`config.mk`:
```
export PLATFORM = sky130hd
export DESIGN_NAME = sgf_addsub_norm
export DESIGN_NICKNAME = d
export VERILOG_FILES = /design/src/rtl/sgf_addsub_norm.sv
export SDC_FILE = /design/constraint.sdc
export NUM_CORES = 1
export LEC_CHECK = 0
export BUFFER_PORTS_ARGS = -buffer_cell sky130_fd_sc_hd__buf_2
export CORE_ASPECT_RATIO = 1.25
export CORE_UTILIZATION = 50
export CTS_BUF_LIST = sky130_fd_sc_hd__clkbuf_8
export DETAILED_ROUTE_END_ITERATION = 6
export PLACE_DENSITY = 0.72
export SLEW_MARGIN = 10
export SYNTH_ARGS = -nofsm -noshare
export SYNTH_HDL_FRONTEND = slang
export SYNTH_SLANG_ARGS = --single-unit
```
`constraint.sdc`:
```
create_clock -name clk -period 3.5 [get_ports clk]
set_input_delay 0.35 -clock clk [delete_from_list [all_inputs] [get_ports clk]]
set_output_delay 0.35 -clock clk [all_outputs]
set_load 0.05 [all_outputs]
```
`src/rtl/sgf_addsub_norm.sv`:
```
// Significand add/subtract followed by renormalization against the largest exponent.
// Optional macro SGF_NORM_FAST_EN: single-cycle leading-zero normalization instead of 1 bit/cycle.
module sgf_addsub_norm #(
  parameter int W_Exp = 8,
  parameter int W_Sgf = 23
) (
  input  logic             clk,
  input  logic             rst,
  input  logic             start,
  input  logic             op_mode,
  input  logic [W_Exp-1:0] exp_M,
  input  logic [W_Sgf-1:0] sgfM,
  input  logic [W_Sgf+2:0] sgfm_n,
  output logic             busy,
  output logic             done,
  output logic [W_Sgf+2:0] sgf_r,
  output logic [W_Exp-1:0] exp_r,
  output logic             zero_flag,
  output logic             sign_inv,
  output logic             ovf,
  output logic             unf
);

  localparam int SW  = W_Sgf + 4;
  localparam int LZW = $clog2(SW) + 1;

  typedef enum logic [1:0] {IDLE, ADD, NORM, DONE} state_t;

  state_t           state_q, state_d;
  logic             op_q, op_d;
  logic [SW-2:0]    a_q, a_d, b_q, b_d;
  logic [SW-1:0]    sum_q, sum_d;
  logic [W_Exp-1:0] exp_q, exp_d;
  logic             sign_q, sign_d;
  logic [SW-2:0]    sgf_r_q, sgf_r_d;
  logic [W_Exp-1:0] exp_r_q, exp_r_d;
  logic             zero_q, zero_d, sinv_q, sinv_d, ovf_q, ovf_d, unf_q, unf_d;

  logic [SW-1:0]    diff;
  logic [W_Exp-1:0] exp_inc;

  // Right shift by one that keeps the two dropped-into bits alive as a sticky LSB.
  function automatic logic [SW-2:0] sticky_rshift(input logic [SW-1:0] v);
    sticky_rshift = {v[SW-1:2], v[1] | v[0]};
  endfunction

`ifdef SGF_NORM_FAST_EN
  logic [LZW-1:0] lz;

  function automatic logic [LZW-1:0] lzc(input logic [SW-2:0] v);
    lzc = LZW'(SW - 1);
    for (int i = 0; i < SW - 1; i++)
      if (v[i]) lzc = LZW'(SW - 2 - i);
  endfunction
`endif

  always_comb begin
    state_d = state_q;
    op_d    = op_q;
    a_d     = a_q;
    b_d     = b_q;
    sum_d   = sum_q;
    exp_d   = exp_q;
    sign_d  = sign_q;
    sgf_r_d = sgf_r_q;
    exp_r_d = exp_r_q;
    zero_d  = zero_q;
    sinv_d  = sinv_q;
    ovf_d   = ovf_q;
    unf_d   = unf_q;
    diff    = {1'b0, a_q} - {1'b0, b_q};
    exp_inc = exp_q + W_Exp'(1);
`ifdef SGF_NORM_FAST_EN
    lz      = lzc(sum_q[SW-2:0]);
`endif
    case (state_q)
      IDLE: begin
        if (start) begin
          op_d    = op_mode;
          exp_d   = exp_M;
          a_d     = {1'b1, sgfM, 2'b00};
          b_d     = sgfm_n;
          sign_d  = 1'b0;
          zero_d  = 1'b0;
          sinv_d  = 1'b0;
          ovf_d   = 1'b0;
          unf_d   = 1'b0;
          state_d = ADD;
        end
      end
      ADD: begin
        if (!op_q) begin
          sum_d = {1'b0, a_q} + {1'b0, b_q};
        end else if (diff[SW-1]) begin
          // Borrow: magnitude is the two's complement, sign flips relative to the larger operand.
          sum_d  = (~diff) + SW'(1);
          sign_d = 1'b1;
        end else begin
          sum_d = diff;
        end
        state_d = NORM;
      end
      NORM: begin
        sinv_d = sign_q;
        if (sum_q == '0) begin
          zero_d  = 1'b1;
          sgf_r_d = '0;
          exp_r_d = '0;
          state_d = DONE;
        end else if (sum_q[SW-1]) begin
          sgf_r_d = sticky_rshift(sum_q);
          exp_r_d = exp_inc;
          ovf_d   = &exp_inc;
          state_d = DONE;
        end else if (sum_q[SW-2]) begin
          sgf_r_d = sum_q[SW-2:0];
          exp_r_d = exp_q;
          state_d = DONE;
`ifdef SGF_NORM_FAST_EN
        end else begin
          // Shift is capped by the exponent; anything left over is an underflow.
          if (int'(lz) > int'(exp_q)) begin
            sgf_r_d = sum_q[SW-2:0] << exp_q;
            exp_r_d = '0;
            unf_d   = 1'b1;
          end else begin
            sgf_r_d = sum_q[SW-2:0] << lz;
            exp_r_d = exp_q - W_Exp'(lz);
          end
          state_d = DONE;
        end
`else
        end else if (exp_q == '0) begin
          sgf_r_d = sum_q[SW-2:0];
          exp_r_d = '0;
          unf_d   = 1'b1;
          state_d = DONE;
        end else begin
          sum_d = sum_q << 1;
          exp_d = exp_q - W_Exp'(1);
        end
`endif
      end
      DONE: begin
        state_d = IDLE;
      end
    endcase
  end

  always_ff @(posedge clk or negedge rst) begin
    if (!rst) begin
      state_q <= IDLE;
      op_q    <= 1'b0;
      a_q     <= '0;
      b_q     <= '0;
      sum_q   <= '0;
      exp_q   <= '0;
      sign_q  <= 1'b0;
      sgf_r_q <= '0;
      exp_r_q <= '0;
      zero_q  <= 1'b0;
      sinv_q  <= 1'b0;
      ovf_q   <= 1'b0;
      unf_q   <= 1'b0;
    end else begin
      state_q <= state_d;
      op_q    <= op_d;
      a_q     <= a_d;
      b_q     <= b_d;
      sum_q   <= sum_d;
      exp_q   <= exp_d;
      sign_q  <= sign_d;
      sgf_r_q <= sgf_r_d;
      exp_r_q <= exp_r_d;
      zero_q  <= zero_d;
      sinv_q  <= sinv_d;
      ovf_q   <= ovf_d;
      unf_q   <= unf_d;
    end
  end

  assign busy      = (state_q == ADD) || (state_q == NORM);
  assign done      = (state_q == DONE);
  assign sgf_r     = sgf_r_q;
  assign exp_r     = exp_r_q;
  assign zero_flag = zero_q;
  assign sign_inv  = sinv_q;
  assign ovf       = ovf_q;
  assign unf       = unf_q;

endmodule
```
; Word-level counts from Yosys, hierarchy flattened
; Cells that the tools add are included.
[op_classes]
reduce_logical = 21
n_eq_ne = 14
addsub = 5
muxes = 42
bitwise = 2
[ops]
columns = cell, n
row1 = $mux W26, 6
row2 = $mux W27, 4
row3 = $mux W8, 9
row4 = $pmux W27 S2, 1
row5 = $add A26 B26 Y27, 1
row6 = $add A27 B1 Y27 const B, 1
row7 = $logic_not A27 Y1, 1
row8 = $not A27 Y27, 1
row9 = $sub A26 B26 Y27, 1
row10 = $ne A2 B2 Y1 const B, 10
row11 = $pmux W8 S2, 1
row12 = $reduce_and A6 Y1, 2
row13 = $mux W1, 10
row14 = $mux W2, 5
row15 = $pmux W1 S2, 5
row16 = $reduce_and A2 Y1, 5
row17 = $add A8 B1 Y8 const B, 1
row18 = $logic_not A8 Y1, 1
row19 = $pmux W2 S4, 1
row20 = $reduce_and A4 Y1, 2
row21 = $reduce_and A8 Y1, 1
row22 = $sub A8 B1 Y8 const B, 1
row23 = $reduce_and A3 Y1, 2
row24 = $reduce_bool A2 Y1, 3
row25 = other kinds (8), 9
[word_totals]
wordCells = 99
input_bits = 61
ff_bits = 127
out_inout_bits = 40

; Depth between registers and ports, before layout
[depth]
ltp_word = 6
depth_mapped = 14
mapped_depth_nobuf = 13

; Worst setup path after synthesis
; Ideal clock, no wire load.
[synth_timing]
kind = register to register
start = reg a_q[6]
end = reg sum_q[25]
t_required_ps = 3401
arrival_ps = 3204
setup_time_ps = 99
synth_period_minus_slack_ps = 3304
n_path_buf = 1
path_stages_with_launch = 13
setup_slack_ps = 196
path_cell_list = dfrtp_1 ha_1 buf_4 a21oi_2 nand4_1 a221o_1 nor3_2 nand3_2 or3_1 or2_1 o41ai_2 xor2_1 a311oi_1
[synth_between]
elab_chain_len = 6
elab_cells_between_ends = 7
classes_between = add/sub (3) / mux (3) / bitwise (1)
[synth_rtl]
columns = item, line
row1 = from (decl), 31  ; logic [SW-2:0] a_q, a_d, b_q, b_d;
row2 = from (signal assigned), 154  ; a_q <= '0;
row3 = from (signal assigned), 168  ; a_q <= a_d;
row4 = $sub A26 B26 Y27, 71  ; diff = {1'b0, a_q} - {1'b0, b_q};
row5 = $not A27 Y27, 96  ; sum_d = (~diff) + SW'(1);
row6 = $add A27 B1 Y27, 96
row7 = $mux W27, 94  ; end else if (diff[SW-1]) begin
row8 = $mux W27 (*), 92  ; if (!op_q) begin
row9 = $pmux W27 S2 (*), 76  ; case (state_q)
row10 = to (signal assigned), 170  ; sum_q <= sum_d;
row11 = to (decl), 32  ; logic [SW-1:0] sum_q, sum_d;
; Every way passes the cells marked *; elsewhere a longest branch is shown, timed or not.
; A chain may end at the register's enable or synchronous reset.

; Final worst setup path
[layout_timing]
start = reg b_q[2]
end = reg sum_q[25]
[layout_between]
elab_chain_len = 6
elab_cells_between_ends = 7
classes_between = add/sub (3) / mux (3) / bitwise (1)
[layout_rtl]
columns = item, line
row1 = from (decl), 31
row2 = from (signal assigned), 155  ; b_q <= '0;
row3 = from (signal assigned), 169  ; b_q <= b_d;
row4 = $sub A26 B26 Y27, 71
row5 = $not A27 Y27, 96
row6 = $add A27 B1 Y27, 96
row7 = $mux W27, 94
row8 = $mux W27 (*), 92
row9 = $pmux W27 S2 (*), 76
; Marks and branches as above.

==> impl_metrics.json <==
{
  "status": "finished with violations",
  "violations": "negative hold slack",
  "cts_tree": "done",
  "diodes": 0,
  "grt_pass1_vias": 7624,
  "antenna_found_initial": 0,
  "max_freq_ghz": 0.294,
  "initial_core_util": 0.511,
  "synth_seq_cells": 127,
  "cpPeakStageDelay_ns": 0.40,
  "fillers": 1581,
  "ys_warn_count": 0,
  "htreeDepth": 4,
  "drtAntennaViolNets": 0,
  "ys_seq_area_frac": 0.342,
  "yosysUniqueCellTypes": 85,
  "synthCells": 1036,
  "yosys.area.top_type": "dfrtp_1",
  "synth_edf_count": 0,
  "worstPathCellList": "inv_1 > ha_4 > buf_4 > nand4bb_1 > and3b_1 > a221o_1 > nor3_4 > nand3_2 > or3_4 > or2_4 > o41ai_4 > xor2_1 > a311oi_2",
  "slew_viol_final": 0,
  "wl_um": 23200,
  "dp_hpwl_um": 17200,
  "vias": 8191,
  "r2r_slack_ns": 0.1,
  "final_cell_mix": "dfrtp_1 (127), buf_2 (99), nand2_1 (80)",
  "cts-hold-fix-buffers": 0,
  "hold_viol_final": 1,
  "finClkSkew_ns": 0.0167,
  "cts_made_buffers": 17,
  "first_pass_iters": 5,
  "fin_crit_sh": 0.972,
  "crit_type": "reg -> reg",
  "clk_pin_slew_ns": 0.08,
  "synthArstFlopShare": 1.00,
  "drive_above_1_share": 0.273,
  "gr-usage-all-layers": 0.246,
  "clock-sinks": 127,
  "nNetsFinal": 1287,
  "grt_start_max_net_pins": 68,
  "io_buffers": 100,
  "clockRootBuffer": "clkbuf_8",
  "cp_slowest_cell": "or3_4",
  "crit_fanout": 3,
  "worstPathRequired_ns": 3.87,
  "die_area_mm2": 0.0191,
  "clock_latency_ns": 0.47,
  "via_per_inst": 5.81,
  "clk_path_buf_depth": 2,
  "cap_violations": 0,
  "fin_ws_ns": 0.0989,
  "die_w_um": 124,
  "yosysTopAreaCellShare": 0.342,
  "die_h_um": 154,
  "synth_ff_type": "dfrtp_1",
  "synth_nets": 1155,
  "syn_area_per_cell_um2": 8.97,
  "final_cells": 1409,
  "core_mm2": 0.0182,
  "hold_class": "in -> async",
  "worstMarginPinSlew_ns": 1.12,
  "relSlewSlack": 0.256,
  "crit_path_end_kind": "flip-flop",
  "grt_pass1_wl_um": 37400,
  "post_drt_wl_per_cell_um": 16.5,
  "fin_crit_ns": 3.40,
  "place_ws_ns": -0.0592,
  "placed_cells": 1366,
  "whs_ns": -0.00196,
  "cp.arrival_ns": 3.78,
  "rsz0062_at_grt": "true",
  "synth.area.top_cells": "dfrtp_1 (34%), ha_1 (7.7%), mux2_2 (6.3%)",
  "start_kind": "flip-flop",
  "first_iter_violations": 516,
  "grt_overflow": 0,
  "syn_area_mm2": 0.00929,
  "setup_viol": 0,
  "route.detailed.drc": 0,
  "row_count": 55,
  "io_pins": 101,
  "globalplace.congestion": 0.870,
  "syn_to_final_growth_pct": 19.1,
  "final_common_cell": "dfrtp_1"
}
critical path, delay by kind of cell, from the launching register on:
family	cells	cell delay [ns]
and+or+nand+nor	6	1.38
AOI/OAI and AO/OA	3	0.93
DFF	1	0.38
adders and majority gates	1	0.29
buffers and inverters	2	0.21
xor gates and xnor gates	1	0.13
cells by family after synthesis:
kind of cell / share of synthesized area
muxes: 0.102
adders and majority gates: 0.0789
DFF: 0.342
xor gates and xnor gates: 0.0585
AOI/OAI and AO/OA: 0.208
buffers and inverters: 0.0481
and+or+nand+nor: 0.163
state kept, by name, summed over array words and instances, names as in the netlist:
signal,count
unf,1
op_q,1
sum_q,27
b_q,26
zero_flag,1
a_q,24
sign_q,1
exp_r,8
ovf,1
sgf_r,26
exp_q,8
state_q,2
sign_inv,1
routing by layer:
layer  track usage  vias up  part of all wire
li1              -     4016                 -
met1         0.323     3964              0.45
met2         0.411      184              0.50
met3        0.0450       27             0.042
met4        0.0658        0             0.015
met5             0        -                 0
synth_stat cells (4+ instances only):
cell and n:
clkbuf_1 43, o31ai_1 5, mux2i_1 36, a221oi_1 4, or2_2 5, a211oi_1 9
a22oi_1 16, o211ai_1 11, nand2b_1 11, nor2b_1 7, ha_1 57, a222oi_1 8
o21a_1 10, a21o_1 12, and3_1 9, buf_1 4, nor3b_1 9, o22ai_1 8
o21bai_1 4, inv_1 47, o21ai_0 74, buf_2 9, xnor2_1 41, dfrtp_1 127
a21oi_1 72, a31oi_1 7, nor4_1 9, xor2_1 21, mux2_2 52, o21ai_1 9
nor2_1 78, nand3b_1 4, nand3_1 29, nor3_1 23, nand4_1 5, or3_1 6
nand2_1 81
final cells by class:
cell class	count	area [µm²]	area share
Inverter	51	191	0.0173
Sequential cell	127	3180	0.287
Clock buffer	19	262	0.0236
Tap cell	228	285	0.0258
Multi-Input combinational cell	798	5940	0.537
Timing Repair Buffer	173	1070	0.0965
Clock inverter	13	135	0.0122
final timing paths:
check | startpoint | to | depth (start not counted)
max in group asynchronous | rst | sum_q[23] | 2
min in group clk | sgfm_n[25] | b_q[25] | 2
min reg2reg | sgf_r[14] | sgf_r[14] | 2
max reg2reg | b_q[2] | sum_q[25] | 13
max | b_q[2] | sum_q[25] | 13
min | rst | sgf_r[7] | 1
per-stage QoR:
step / cell area [µm²] / util / setup TNS, ns
finish: 11100 / 0.609 / 0
global route: 11100 / 0.609 / -0.0686
CTS: 10700 / 0.589 / -0.0215
detailed placement: 10300 / 0.566 / -0.0610
global placement: 10300 / 0.566 / 0
floorplan: 9290 / - / 0
timing repair:
item | CTS | global route
gates resized for setup | 4 | 48
gates cloned | 0 | 0
pin swaps | 0 | 21
endpoints found under the setup margin | 3 | 15
buffers inserted | 0 | 11
Power is left out: the tool's default activity adds up to more than one toggle a clock period on the data nets, which glitch-free logic cannot reach.
